$ cat src/rtl/tomasulo_pkg.sv
// Shared Tomasulo definitions: default widths, reservation-station label type,
// the "no tag" label and functional-unit indices.
package tomasulo_pkg;

  localparam int NREQ_DEF = 4;
  localparam int DW_DEF   = 32;
  localparam int LW_DEF   = 4;

  typedef logic [LW_DEF-1:0] label_t;

  localparam label_t NO_TAG = {LW_DEF{1'b0}};

  localparam logic [1:0] UNIT_ADD  = 2'd0;
  localparam logic [1:0] UNIT_MUL  = 2'd1;
  localparam logic [1:0] UNIT_DIV  = 2'd2;
  localparam logic [1:0] UNIT_LOAD = 2'd3;

  // Index width that stays legal for a single requester.
  function automatic int idx_width(input int n);
    return (n > 1) ? $clog2(n) : 1;
  endfunction

endpackage

$ cat src/rtl/rr_pick.sv
// Combinational one-hot picker: first requester found scanning upward from
// start, wrapping modulo NREQ.
module rr_pick
  import tomasulo_pkg::*;
#(
  parameter int NREQ = NREQ_DEF,
  parameter int IW   = idx_width(NREQ_DEF)
) (
  input  logic [NREQ-1:0] req,
  input  logic [IW-1:0]   start,
  output logic [NREQ-1:0] grant,
  output logic [IW-1:0]   idx,
  output logic            found
);

  localparam logic [IW:0] NREQ_W = (IW+1)'(NREQ);

  logic [IW:0]   sum_s;
  logic [IW-1:0] j_s;
  logic          hit_s;

  // Scan from start; the first hit claims the grant and later slots are masked.
  always_comb begin
    grant = {NREQ{1'b0}};
    idx   = {IW{1'b0}};
    found = 1'b0;
    sum_s = {(IW+1){1'b0}};
    j_s   = {IW{1'b0}};
    hit_s = 1'b0;
    for (int k = 0; k < NREQ; k++) begin
      sum_s    = {1'b0, start} + (IW+1)'(k);
      j_s      = (sum_s >= NREQ_W) ? IW'(sum_s - NREQ_W) : sum_s[IW-1:0];
      hit_s    = req[j_s] & ~found;
      grant[j_s] = hit_s;
      idx      = hit_s ? j_s : idx;
      found    = found | hit_s;
    end
  end

endmodule

$ cat src/rtl/cdb_arbiter.sv
// Common-data-bus arbiter: one result broadcast per cycle, registered one cycle
// after the grant. Define CDB_RR_EN for round-robin; otherwise lowest index wins.
module cdb_arbiter
  import tomasulo_pkg::*;
#(
  parameter int NREQ = NREQ_DEF,
  parameter int DW   = DW_DEF,
  parameter int LW   = LW_DEF
) (
  input  logic             clk,
  input  logic             RST,
  input  logic [NREQ-1:0]  req,
  input  logic [NREQ*DW-1:0] reqData,
  input  logic [NREQ*LW-1:0] reqLabel,
  input  logic             flush,
  output logic [NREQ-1:0]  ack,
  output logic             cdbValid,
  output logic [DW-1:0]    cdbData,
  output logic [LW-1:0]    cdbLabel,
  output logic             tagErr
);

  localparam int IW = idx_width(NREQ);

  logic [IW-1:0]   start_s;
  logic [IW-1:0]   gidx_s;
  logic [NREQ-1:0] grant_s;
  logic            found_s;
  logic            go_s;
  logic [DW-1:0]   data_s;
  logic [LW-1:0]   label_s;

`ifdef CDB_RR_EN
  logic [IW-1:0] ptr_r;
  assign start_s = ptr_r;
`else
  assign start_s = {IW{1'b0}};
`endif

  rr_pick #(.NREQ(NREQ), .IW(IW)) u_pick (
    .req   (req),
    .start (start_s),
    .grant (grant_s),
    .idx   (gidx_s),
    .found (found_s)
  );

  // Reset and flush squash the grant in the same cycle.
  always_comb begin
    ack  = {NREQ{1'b0}};
    go_s = 1'b0;
    if (RST || flush) begin
      ack  = {NREQ{1'b0}};
      go_s = 1'b0;
    end else begin
      ack  = grant_s;
      go_s = found_s;
    end
  end

  // Route the winner's result and tag toward the broadcast register.
  always_comb begin
    data_s  = {DW{1'b0}};
    label_s = {LW{1'b0}};
    for (int i = 0; i < NREQ; i++) begin
      data_s  = data_s  | ({DW{gidx_s == IW'(i)}} & reqData[i*DW +: DW]);
      label_s = label_s | ({LW{gidx_s == IW'(i)}} & reqLabel[i*LW +: LW]);
    end
  end

  // Broadcast register; data and tag hold when nothing is granted.
  always_ff @(posedge clk or posedge RST) begin
    if (RST) begin
      cdbValid <= 1'b0;
      cdbData  <= {DW{1'b0}};
      cdbLabel <= {LW{1'b0}};
      tagErr   <= 1'b0;
    end else begin
      cdbValid <= go_s;
      if (go_s) begin
        cdbData  <= data_s;
        cdbLabel <= label_s;
      end
      if (go_s && (label_s == LW'(NO_TAG))) begin
        tagErr <= 1'b1;
      end
    end
  end

`ifdef CDB_RR_EN
  // Next search starts just past the last winner.
  always_ff @(posedge clk or posedge RST) begin
    if (RST) begin
      ptr_r <= {IW{1'b0}};
    end else if (go_s) begin
      ptr_r <= (gidx_s == IW'(NREQ-1)) ? {IW{1'b0}} : gidx_s + 1'b1;
    end
  end
`endif

endmodule

$ cat config.mk
export PLATFORM = sky130hd
export DESIGN_NAME = cdb_arbiter
export DESIGN_NICKNAME = d
export VERILOG_FILES = /design/src/rtl/tomasulo_pkg.sv /design/src/rtl/rr_pick.sv /design/src/rtl/cdb_arbiter.sv
export SDC_FILE = /design/constraint.sdc
export NUM_CORES = 1
export LEC_CHECK = 0
export CORE_MARGIN = 10
export CORE_UTILIZATION = 33
export DETAILED_ROUTE_END_ITERATION = 6
export PLACE_DENSITY = 0.84
export SLEW_MARGIN = 20
export SYNTH_ARGS = -nofsm -noshare
export SYNTH_HDL_FRONTEND = slang
export SYNTH_SLANG_ARGS = --single-unit
$ cat constraint.sdc
create_clock -name clk -period 4.4 [get_ports clk]
set_input_delay 0.88 -clock clk [delete_from_list [all_inputs] [get_ports clk]]
set_output_delay 0.88 -clock clk [all_outputs]
set_load 0.005 [all_outputs]
=== After elaboration in Yosys (flattened, before gate mapping) ===
Cells that the tools add are included.

* Register bits after elaboration: 38
* Input bits: 151
* Output and inout port bits: 42
* Word-level logic and storage cells: 39

* Equality and inequality tests: 3
* Multiplexer cells: 5
* Bitwise gates (word level): 23
* Reductions and logical operators: 4

{| class="wikitable"
|+ Operators with widths
! operator !! count
|-
| $and 32x32->32 || 4
|-
| $or 32x32->32 || 3
|-
| $and 4x4->4 || 4
|-
| $or 4x4->4 || 3
|-
| $eq 2x2->1 const B || 2
|-
| $logic_not 4->1 || 1
|-
| $mux 2 || 2
|-
| $mux 4 || 1
|-
| $and 1x1->1 || 3
|-
| $not 1->1 || 3
|-
| $or 1x1->1 || 3
|-
| $eq 2x1->1 const B || 1
|-
| $logic_not 2->1 || 1
|-
| $mux 1 || 2
|-
| $logic_and 1x1->1 || 1
|-
| $logic_or 1x1->1 || 1
|}

=== Logic depth before layout (Yosys ltp) ===
Gate-level depths: netlist (run 1).

* Word-level depth: 16
* Mapped depth: 7
* Depth with buffers taken out: 4

=== By module ===
Synthesis (run 1) repeated with hierarchy kept, for this count alone.

* Cells, all modules: 189
* Area, all modules: 2805.2 um^2

{| class="wikitable"
|+ By module, submodules not included
! module !! times used !! cells each !! area each (um^2) !! sequential area each (um^2)
|-
| cdb_arbiter || 1 || 132 || 2308.5 || 950.9
|-
| rr_pick || 1 || 57 || 496.7 || 0.0
|}

=== Worst setup path after synthesis (run 1) ===
OpenSTA, ideal clock, no wires.

* Kind: input port to output port
* From: input port req[0]
* To: output port ack[3]
* Arrival: 1.903 ns
* Data required time: 3.520 ns
* Slack: 1.617 ns
* Stages: 4
* Buffers on the path: 2
* Cells stage by stage: buf_2 nor4b_4 buf_2 nor3b_1

* Cells in the longest elaborated chain, start to end: 9

{| class="wikitable"
|+ RTL lines
! element !! line !! text
|-
| start: declaration || cdb_arbiter.sv:12 || <nowiki>input logic [NREQ-1:0] req,</nowiki>
|-
| $not 1->1 || rr_pick.sv:33 || <nowiki>hit_s = req[j_s] & ~found;</nowiki>
|-
| $and 1x1->1 || rr_pick.sv:33 ||
|-
| $or 1x1->1 * || rr_pick.sv:36 || <nowiki>found = found | hit_s;</nowiki>
|-
| $not 1->1 || rr_pick.sv:33 ||
|-
| $and 1x1->1 || rr_pick.sv:33 ||
|-
| $or 1x1->1 * || rr_pick.sv:36 ||
|-
| $not 1->1 * || rr_pick.sv:33 ||
|-
| $and 1x1->1 * || rr_pick.sv:33 ||
|-
| $mux 4 * || cdb_arbiter.sv:52 || <nowiki>if (RST || flush) begin</nowiki>
|-
| end: declaration || cdb_arbiter.sv:16 || <nowiki>output logic [NREQ-1:0] ack,</nowiki>
|}

Mark *: on every way between the ends. The rest lies on a longest branch, timed or not.

=== Worst setup path after layout (run 1) ===
* From: input port req[1]
* To: output port ack[3]

* Cells in the longest elaborated chain, start to end: 8

{| class="wikitable"
|+ RTL lines
! element !! line
|-
| $and 1x1->1 * || rr_pick.sv:33
|-
| $or 1x1->1 * || rr_pick.sv:36
|-
| $not 1->1 || rr_pick.sv:33
|-
| $and 1x1->1 || rr_pick.sv:33
|-
| $or 1x1->1 * || rr_pick.sv:36
|-
| $not 1->1 * || rr_pick.sv:33
|-
| $and 1x1->1 * || rr_pick.sv:33
|-
| $mux 4 * || cdb_arbiter.sv:52
|}

Marks and branches as above.

==> results of run 1 <==
-- cell usage after synthesis --
cell type	instances
or2_2	1
nor2_1	37
buf_2	11
a222oi_1	33
nor3_1	1
buf_6	2
nor3b_2	1
or2_0	1
a31oi_1	33
a21boi_1	1
nor2b_1	1
a32o_1	2
dfrtp_1	38
nand2_1	35
nor4b_4	1
nor4_1	1
o211a_1	1
a21oi_1	4
clkbuf_1	9
buf_4	1
inv_1	1
nor3_2	1
nor4bb_1	1
a41o_1	1
a221oi_1	2
nor3b_1	4
-- logic make-up (layout without fill, tap and decap cells) --
| logic type | after synthesis | in the layout | synth area share |
|---|---|---|---|
| flip-flops | 38 | 38 | 0.457 |
| buffers and inverters | 24 | 208 | 0.0589 |
| AND/OR/NAND/NOR | 85 | 85 | 0.186 |
| AO/OA/AOI/OAI | 77 | 77 | 0.299 |
-- area by class of cell --
cell class	count	area, sq um	share of cell area
Timing Repair Buffer	199	1970	0.477
Multi-Input combinational cell	162	1020	0.247
Sequential cell	38	951	0.230
Tap cell	75	93.8	0.0227
Clock buffer	7	86.3	0.0209
Clock inverter	1	5.00	0.00121
Inverter	1	3.75	0.000907
-- worst paths after layout --
path | end | slack (ns)
hold reg to reg | tagErr | 0.48
hold / removal | tagErr | 0.48
setup reg to reg | cdbData[7] | 3.66
max in group asynchronous | cdbData[21] | 2.82
setup / recovery | ack[3] | 0.93
min in group asynchronous | tagErr | 1.22
-- metal layers --
metal / share of wire / routed length (microns) / global-route usage
met5: 0 / 0 / 0
met4: 0.0097 / 95 / 0.0364
met3: 0.12 / 1210 / 0.0886
met2: 0.52 / 5090 / 0.337
met1: 0.35 / 3450 / 0.186
-- sequential cells by signal, summed over array words and instances (netlist names) --
name	cells
cdbValid	1
cdbData	32
cdbLabel	4
tagErr	1
-- where the power goes --
part / total (mW) / internal, mW / switching, mW
clock network: 0.245 / 0.126 / 0.118
registers: 0.436 / 0.407 / 0.0291
logic: 0.416 / 0.272 / 0.144
-- metrics by stage --
stage | util | std cells | power, mW
2_1_floorplan | - | 224 | 0.566
4_1_cts | 0.687 | 483 | 1.11
3_5_place_dp | 0.672 | 475 | 0.863
5_1_grt | 0.687 | 483 | 1.16
6_report | 0.687 | 483 | 1.10
3_3_place_gp | 0.672 | 475 | 0.851
==> flow_metrics.env, run 1 <==
export IMPL_final_common_cell="clkdlybuf4s50_1"
export IMPL_clk_pin_slew_ns=0.08
export IMPL_worst_path_stages=4
export IMPL_areaGrowthSynthToFinish_pct=98.7
export IMPL_p_leak_nw=1.58
export IMPL_num_rows=28
export IMPL_cpPeakStageDelay_ns=0.59
export IMPL_min_from="tagErr"
export IMPL_cp_end_kind="output port"
export IMPL_drtIter0Drc=192
export IMPL_die_h_microns=99.4
export IMPL_grt_pass1_wl_mm=14.7
export IMPL_ys_ff_latch=38
export IMPL_clock_sinks=38
export IMPL_die_w_microns=99.4
export IMPL_path_max_fanout=8
export IMPL_r2r_start="cdbData[7]"
export IMPL_cp_top_family="buffers and inverters"
export IMPL_clockBufferDepth=2
export IMPL_synth_top_cell_area_share=0.457
export IMPL_syn_inst=224
export IMPL_fin_area_sq_um=4140
export IMPL_synth_warnings=0
export IMPL_slew_limit_headroom=0.490
export IMPL_cts_buffers=5
export IMPL_tns_ns=0
export IMPL_grt_max_degree=45
export IMPL_postRouteAntennaNets=0
export IMPL_grt_overflow_total=0
export IMPL_avgSynthCellArea_sq_um=9.29
export IMPL_cts_tree="done"
export IMPL_postCtsSetupBuffers=0
export IMPL_port_buffers=192
export IMPL_start_kind="input pin"
export IMPL_finalWorstSetupSlack_ns=0.926
export IMPL_dpl_cell_area_sq_um=4050
export IMPL_status="finished clean"
export IMPL_yosys_cell_types_count=26
export IMPL_via_per_inst=5.46
export IMPL_synth_area_leaders="dfrtp_1 46%, a222oi_1 16%, a31oi_1 9.9%, nor2_1 6.7%, nand2_1 6.3%"
export IMPL_power_density_nw_per_um2=265
export IMPL_ir_drop_uv=154
export IMPL_cpMostUsedCell="clkdlybuf4s50_1"
export IMPL_die_area_sq_um=9890
export IMPL_clk_latency_ns=0.28
export IMPL_syn_area_sq_um=2080
export IMPL_clock_skew_ns=0
export IMPL_drtPass1Iterations=6
export IMPL_synth_top_area_cell="dfrtp_1"
export IMPL_finalSetupViolations=0
export IMPL_globalplace_congestion=0.813
export IMPL_cts_max_level=2
export IMPL_dr_total_vias=2637
export IMPL_dpl_hpwl_mm=7.89
export IMPL_path_class="in -> out"
export IMPL_drive_gt1_frac=0.0466
export IMPL_nNetsFinal=558
export IMPL_diodes=0
export IMPL_worst_path_buf_inv=2
export IMPL_layout_common_cells="192 x clkdlybuf4s50_1, 38 x dfrtp_1, 37 x nor2_1"
export IMPL_drv_slew=0
export IMPL_ios=193
export IMPL_hold_viol=0
export IMPL_dp_slack_ns=0.913
export IMPL_yosysSeqAreaShare=0.457
export IMPL_hold_depth=1
export IMPL_cts_repair_resized=0
export IMPL_worstPathCellList="clkdlybuf4s50_1 -> nor4b_4 -> nor3b_1 -> clkdlybuf4s50_1"
export IMPL_core_sq_um=6030
export IMPL_fmax_mhz=288
export IMPL_period_needed_ns=3.47
export IMPL_root_buffer="clkbuf_8"
export IMPL_grt_pass1_vias=2780
export IMPL_drc=0
export IMPL_tightest_slew_ns=0.765
export IMPL_final_fill_count=490
export IMPL_rsz0062_at_grt="no"
export IMPL_whs_ns=0.479
export IMPL_period_share=0.789
export IMPL_syn_nets=375
export IMPL_cp_required_ns=3.52
export IMPL_arrival_ns=2.59
export IMPL_worst_r2r_path_depth=2
export IMPL_hold_buffers=0
export IMPL_worstHoldPathType="reg -> reg"
export IMPL_cp_startpoint="req[1]"
export IMPL_initial_core_util=0.346
export IMPL_finalWirelength_mm=9.84
export IMPL_maxCapViolCount=0
export IMPL_wl_per_cell_microns=20.4
export IMPL_grtUsageTotal=0.184
export IMPL_antenna_found_initial=0
export IMPL_critPathSlowestCell="clkdlybuf4s50_1"
No activity file was read; power rests on OpenSTA's default activity.
==> run 2: changes to the inputs <==
- CORE_UTILIZATION: 33 -> 31
- PLACE_DENSITY: 0.84 -> 0.8
- clock period: 4.4 -> 3.22 ns (I/O delays scaled with it)
==> flow_metrics.env, run 2 (synthesis gave the netlist of run 1 again) <==
export IMPL_status="finished clean"
export IMPL_hold_buffers=0
export IMPL_multi_input_area_sq_um=1020
export IMPL_fmax_mhz=335
export IMPL_num_rows=29
export IMPL_worst_r2r_path_depth=2
export IMPL_grtUsageTotal=0.179
export IMPL_areaGrowthSynthToFinish_pct=100
export IMPL_wl_per_cell_microns=20.6
export IMPL_r2r_start="cdbData[8]"
export IMPL_clk_latency_ns=0.28
export IMPL_cp_end_kind="output port"
export IMPL_wl_met1_mm=3.62
export IMPL_final_common_cell="clkdlybuf4s50_1"
export IMPL_postRouteAntennaNets=0
export IMPL_dpl_hpwl_mm=7.94
export IMPL_port_buffers=192
export IMPL_ir_drop_uv=168
export IMPL_wl_met3_mm=1.23
export IMPL_clock_sinks=38
export IMPL_postCtsSetupBuffers=0
export IMPL_grt_pass1_wl_mm=14.5
export IMPL_slew_limit_headroom=0.549
export IMPL_period_needed_ns=2.98
export IMPL_reg_top3="cdbData x32, cdbLabel x4"
export IMPL_finalWorstSetupSlack_ns=0.238
export IMPL_grt_max_degree=44
export IMPL_root_buffer="clkbuf_8"
export IMPL_cts_tree="done"
export IMPL_register_area_sq_um=951
export IMPL_worstHoldPathType="reg -> reg"
export IMPL_ios=193
export IMPL_finalWirelength_mm=10.0
export IMPL_place_inst=477
export IMPL_maxCapViolCount=0
export IMPL_whs_ns=0.477
export IMPL_hold_depth=1
export IMPL_tns_ns=0
export IMPL_arrival_ns=2.34
export IMPL_nNetsFinal=559
export IMPL_wl_met2_mm=5.00
export IMPL_rsz0062_at_grt="no"
export IMPL_clk_pin_slew_ns=0.07
export IMPL_initial_core_util=0.324
export IMPL_die_w_microns=102
export IMPL_largest_reg_flops=32
export IMPL_start_kind="input pin"
export IMPL_holdPathEnd="tagErr"
export IMPL_drtPass1Iterations=7
export IMPL_drtIter0Drc=215
export IMPL_antenna_found_initial=0
export IMPL_r2r_setup_slack_ns=2.53
export IMPL_p_leak_nw=1.59
export IMPL_core_sq_um=6420
export IMPL_globalplace_congestion=0.779
export IMPL_finalSetupViolations=0
export IMPL_layout_common_cells="192 x clkdlybuf4s50_1, 38 x dfrtp_1, 37 x nor2_1"
export IMPL_die_h_microns=102
export IMPL_clockBufferDepth=2
export IMPL_power_density_nw_per_um2=354
export IMPL_final_fill_count=556
export IMPL_drc=0
export IMPL_via_per_inst=5.43
export IMPL_fin_util=0.649
export IMPL_hold_viol=0
export IMPL_dr_total_vias=2635
export IMPL_reg2reg_to="cdbData[8]"
export IMPL_clock_skew_ns=0
export IMPL_cts_buffers=5
export IMPL_path_class="in -> out"
export IMPL_registers_top_by_ff_count="cdbData"
export IMPL_diodes=0
export IMPL_drive_gt1_frac=0.0490
export IMPL_drv_slew=0
export IMPL_grt_pass1_vias=2743
export IMPL_period_share=0.926
export IMPL_grt_overflow_total=0
export IMPL_cts_max_level=2
export IMPL_maxUsedRoutingLayer="met4"
export IMPL_dp_slack_ns=0.190
export IMPL_cts_repair_resized=0
export IMPL_min_from="tagErr"
export IMPL_tightest_slew_ns=0.675
export IMPL_die_area_sq_um=10400
export IMPL_path_max_fanout=8
export IMPL_cp_required_ns=2.58
export IMPL_final_cells=485
## run 2: changes by cell type in the layout (fill, tap and decap cells not counted), sizes merged
cell / change
clkbuf: -2
clkinv: +1
buf: +1
## run 2: worst max-delay path by stage
stage	slack, ns	to	start
after CTS	0.23	ack[3]	req[1]
after detailed placement	0.19	cdbData[8]	req[1]
after global placement	0.24	ack[3]	req[1]
after global routing	0.11	ack[1]	req[1]
after floorplan	0.91	ack[3]	req[0]
final	0.24	ack[3]	req[1]
## run 2: per-layer routing
layer / track usage / vias to the layer above
met3: 0.0884 / 13
met2: 0.314 / 149
met4: 0.0531 / 0
met1: 0.186 / 1224
li1: - / 1249
met5: 0 / -
## run 2: through the flow
stage / instance area [sq um] / power [mW]
global route: 4170 / 1.57
detailed placement: 4070 / 1.18
floorplan: 2080 / 0.774
finish: 4170 / 1.48
CTS: 4150 / 1.50
global placement: 4070 / 1.17
## run 2: layout make-up
type,count,area share
Timing Repair Buffer,200,0.483
Clock inverter,2,0.00240
Sequential cell,38,0.228
Tap cell,77,0.0231
Inverter,1,0.000901
Multi-Input combinational cell,162,0.246
Clock buffer,5,0.0165
## run 2: power by group
group	internal [mW]	total, mW	switching [mW]	leakage [nW]
clock	0.145	0.308	0.163	0.0438
combinational	0.376	0.571	0.194	1.12
sequential	0.556	0.598	0.0419	0.426
total	1.08	1.48	0.399	1.59
## run 2: worst max-delay path, stage by stage
cell and delay (ns):
clkdlybuf4s50_1 0.60, nor4b_4 0.35, nor3b_1 0.20, clkdlybuf4s50_1 0.53
